## src/rtl/div_seq_unsigned.sv

```systemverilog
// Sequential 16/8 unsigned restoring divider, one quotient bit per clock, MSB first.
// Optional macro DIV_ZERO_FLAG_EN adds div_by_zero and a single-cycle divide-by-zero path.
module div_seq_unsigned (
   input  logic        clk,
   input  logic        rst,
   input  logic        start,
   input  logic [15:0] dividend,
   input  logic [7:0]  divisor,
   output logic        busy,
   output logic        done,
   output logic [15:0] quotient,
   output logic [7:0]  remainder
`ifdef DIV_ZERO_FLAG_EN
   ,
   output logic        div_by_zero
`endif
);

   typedef enum logic [1:0] {IDLE, RUN, DONE} state_t;

   state_t      r_state;
   state_t      w_next;
   logic [15:0] r_quo;
   logic [8:0]  r_rem;
   logic [7:0]  r_dvs;
   logic [3:0]  r_cnt;

   logic        w_accept;
   logic        w_zero_fast;
   logic        w_last;
   logic [9:0]  w_trial;
   logic        w_ge;
   logic [8:0]  w_rem_nxt;
   logic [15:0] w_quo_nxt;

   assign w_accept = start && ((r_state == IDLE) || (r_state == DONE));
   assign w_last   = (r_state == RUN) && (r_cnt == 4'd15);

`ifdef DIV_ZERO_FLAG_EN
   assign w_zero_fast = w_accept && (divisor == 8'd0);
`else
   assign w_zero_fast = 1'b0;
`endif

   // Shift the next dividend bit into the partial remainder, then trial-subtract.
   // For a zero divisor every trial succeeds, leaving all-ones and dividend[7:0].
   assign w_trial   = {r_rem, r_quo[15]};
   assign w_ge      = (w_trial >= {2'b00, r_dvs});
   assign w_rem_nxt = w_ge ? (w_trial[8:0] - {1'b0, r_dvs}) : w_trial[8:0];
   assign w_quo_nxt = {r_quo[14:0], w_ge};

   always_ff @(posedge clk) begin
      if (rst) begin
         r_state <= IDLE;
      end else begin
         r_state <= w_next;
      end
   end

   always_comb begin
      w_next = r_state;
      case (r_state)
         IDLE: begin
            if (w_accept) begin
               w_next = w_zero_fast ? DONE : RUN;
            end
         end
         RUN: begin
            if (w_last) begin
               w_next = DONE;
            end
         end
         DONE: begin
            if (w_accept) begin
               w_next = w_zero_fast ? DONE : RUN;
            end else begin
               w_next = IDLE;
            end
         end
         default: w_next = IDLE;
      endcase
   end

   // Working registers carry no reset; they are always reloaded on acceptance.
   always_ff @(posedge clk) begin
      if (w_accept) begin
         r_quo <= dividend;
         r_rem <= 9'd0;
         r_dvs <= divisor;
         r_cnt <= 4'd0;
      end else if (r_state == RUN) begin
         r_quo <= w_quo_nxt;
         r_rem <= w_rem_nxt;
         r_cnt <= r_cnt + 4'd1;
      end
   end

   always_ff @(posedge clk) begin
      if (rst) begin
         quotient  <= 16'd0;
         remainder <= 8'd0;
`ifdef DIV_ZERO_FLAG_EN
         div_by_zero <= 1'b0;
`endif
      end else if (w_last) begin
         quotient  <= w_quo_nxt;
         remainder <= w_rem_nxt[7:0];
`ifdef DIV_ZERO_FLAG_EN
         div_by_zero <= 1'b0;
`endif
      end else if (w_zero_fast) begin
         quotient  <= 16'hFFFF;
         remainder <= dividend[7:0];
`ifdef DIV_ZERO_FLAG_EN
         div_by_zero <= 1'b1;
`endif
      end
   end

   assign busy = (r_state == RUN);
   assign done = (r_state == DONE);

endmodule

```

## config.mk

```make
export PLATFORM = sky130hd
export DESIGN_NAME = div_seq_unsigned
export DESIGN_NICKNAME = d
export VERILOG_FILES = /design/src/rtl/div_seq_unsigned.sv
export SDC_FILE = /design/constraint.sdc
export NUM_CORES = 1
export LEC_CHECK = 0
export ABC_AREA = 1
export CORE_MARGIN = 3
export CORE_UTILIZATION = 52
export DETAILED_ROUTE_END_ITERATION = 8
export PLACE_DENSITY = 0.91
export SLEW_MARGIN = 20
export SYNTH_ARGS = -nofsm -noshare
export SYNTH_HDL_FRONTEND = slang
export SYNTH_SLANG_ARGS = --single-unit
export TNS_END_PERCENT = 1
```

## constraint.sdc

```tcl
create_clock -name clk -period 2.75 [get_ports clk]
set_clock_uncertainty 0.2 [all_clocks]
set_input_delay 0.55 -clock clk [delete_from_list [all_inputs] [get_ports clk]]
set_output_delay 0.55 -clock clk [all_outputs]
set_load 0.005 [all_outputs]
```

==> qor.yml <==
logic_synthesis:
  yosysMostFrequentCell: "nand2_1"
  netlist_area_um2: 2930
  synth.yosys.warnings: 0
  avgSynthCellArea_um2: 8.04
  async_flop_share: 0
  synth_area_leaders: "dfxtp_1 27%, edfxtp_1 25%, nand2_1 16%, inv_1 5.1%, nor2_1 5.0%"
  synth.largest_area_cell: "dfxtp_1"
  ys_seq_area_frac: 0.513
  synth_cells: 364
  synth.distinct_cells: 30
  synth_top_area_frac: 0.267
  syn_nets: 401
  synth_edf_count: 24
  synth_commonest_cells: "122 x nand2_1, 40 x inv_1, 39 x dfxtp_1, 39 x nor2_1"
  synth_top_flop_cell: "dfxtp_1"
  ys_ff_latch: 63
power_and_ir_drop:
  internal_power_mw: 1.78
  p_clk_frac: 0.301
  p_per_area_nw_per_um2: 710
  seqPwrFrac: 0.431
  p_switching_mw: 0.862
  switching_share: 0.326
  vdd_drop_max_mv: 0.369
  leakagePower_nw: 1.68
  p_comb_frac: 0.268
cts:
  clock-root-buffer: "clkbuf_8"
  htree_levels: 3
  numCtsBuffers: 9
  post_cts_buffers: 0
  clkSlewWorstSetupHoldPaths_ns: 0.07
  cts_tree: "done"
  hold_buffers: 0
  ctsResizeCount: 0
  ctsLongestPathBuffers: 2
  cts_sinks: 63
  insertion_delay_ns: 0.34
cells_and_area:
  fin_area_um2: 3720
  final_net_count: 461
  area_growth_pct: 27.1
  antenna_cells: 0
  drive_gt1_frac: 0.0932
route:
  viasPerCell: 5.03
  routed_wl_um: 6550
  dr.pass1.iters: 4
  initialDrtViolationCount: 262
  drtAntennaViolNets: 0
  vias: 2511
  drcViolationCount: 0
  avgRoutedWirePerCell_um: 13.1
hold_path:
  hold_path.class: "register to register"
floorplanning:
  core_area_um2: 5270
  ioPinCount: 53
  start_util: 0.556
  fp.dieW_um: 81.0
  row_count: 26
  die_h_um: 81.0
  die_area_um2: 6570
sta:
  period_share: 0.856
  tightest_slew_ns: 0.415
  period_needed_ns: 2.36
  relSlewSlack: 0.723
  max_freq_mhz: 425
  hold_viol_final: 0
  slew_violations: 0
  setup_tns_ns: 0
  rsz0062_at_grt: "no"
  finalSetupViolations: 0
place:
  gp_congestion: 0.929
  hpwl_um: 4640
  portBuffers: 52
  dpl-instance-area_um2: 3530
worst_setup_path:
  worstSetupPathType: "register to register"
  worstSetupEndpoint: "remainder[3]"
  cp.required_ns: 2.78
  r2r_setup_slack_ns: 0.39
  r2r_start: "r_quo[15]"
  r2r_end: "remainder[3]"
  ff2ff_path_depth: 12
  setup.worst_path.end_class: "register"
  critPathLaunchType: "register"
  worstPathMaxFanout: 11
  arrival_ns: 2.38
  startpoint: "r_quo[15]"
global_route:
  grt_first_pass_wirelength_um: 10700
  antenna_found_initial: 0
  grt_max_degree: 20
  overflow: 0
  grt_usage: 0.215
  grt_pass1_vias: 2387
run:
  maxCapViolCount: 0
status:
  outcome: "completed"
[placed cells by master, fill, tap and decap left out, types with 2 or more instances in the layout]
master and instances:
nor2_2 3, a21oi_1 5, xor2_1 2, nand3_1 24
nand3_2 4, edfxtp_1 24, nand2_2 5, clkbuf_1 2
nor2_1 39, ha_1 9, clkinv_2 3, buf_4 7
nand3b_1 2, dfxtp_1 39, clkbuf_8 10, clkdlybuf4s50_1 52
o21ai_0 23, nand2_1 122, inv_1 40
[kinds of logic (layout without fill, tap and decap cells)]
family | count (synthesis) | count (layout) | synth area share
flip-flops | 63 | 63 | 0.513
adder cells (fa/ha/maj) | 10 | 10 | 0.0453
AO/OA/AOI/OAI | 31 | 31 | 0.0590
XOR/XNOR | 3 | 3 | 0.00898
AND/OR/NAND/NOR | 204 | 204 | 0.299
buffers and inverters | 53 | 118 | 0.0752
[power by group through the flow]
stage               clock network (mW)  logic, mW  registers (mW)
floorplan                            0      0.545            1.14
global placement                     0      0.671            1.15
detailed placement                   0      0.689            1.16
CTS                              0.800      0.704            1.14
global route                     0.838      0.796            1.15
finish                           0.797      0.708            1.14
[critical path, cell delays in order (launching register included)]
cell      delay [ns]
edfxtp_1        0.35
inv_1           0.08
ha_1            0.14
inv_1           0.06
fa_1            0.41
nand3_1         0.12
nand3_2         0.09
nand2_1         0.14
nand4_2         0.31
nand2_1         0.17
o21ai_2         0.07
nand2_1         0.07
nand2_1         0.04
[how the worst min path moves through the flow]
stage,startpoint,end,slack [ns],depth (start not counted)
CTS,remainder[3],remainder[3],0.27,2
finish,remainder[3],remainder[3],0.27,2
detailed placement,remainder[2],remainder[2],0.26,2
floorplan,r_rem[3],r_rem[3],0.25,2
global placement,quotient[15],quotient[15],0.26,2
global route,quotient[13],quotient[13],0.30,2
[per-layer routing]
layer	track usage	vias to the layer above	wire [µm]
met2	0.356	67	3250
met1	0.271	1162	2880
li1	-	1273	-
met5	0	-	0
met4	0.0828	0	97
met3	0.0521	9	310
[cell type report]
| cell class | count | area, µm² |
|---|---|---|
| inverters | 43 | 163 |
| flip-flops and latches | 63 | 1500 |
| repair buffers | 59 | 573 |
| well taps | 70 | 87.6 |
| clock buffers | 12 | 145 |
| multi-input cells | 248 | 1210 |
| fillers | 424 | 1550 |
| clock inverters | 4 | 46.3 |
[sequential cells by signal, indices dropped and copies added (netlist names)]
register,cells
quotient,16
r_cnt,4
r_dvs,8
r_quo,16
r_rem,9
r_state,2
remainder,8
[metrics by stage]
step / util / worst slack [ns] / instances / hold slack [ns] / total power [mW]
after floorplan: - / 0.682 / 364 / 0.249 / 1.68
after global placement: 0.670 / 0.498 / 483 / 0.261 / 1.82
after detailed placement: 0.670 / 0.434 / 483 / 0.264 / 1.85
after CTS: 0.706 / 0.409 / 499 / 0.274 / 2.64
after global routing: 0.706 / 0.210 / 499 / 0.301 / 2.79
final: 0.706 / 0.395 / 499 / 0.269 / 2.64
(Power assumes the default switching activity.)
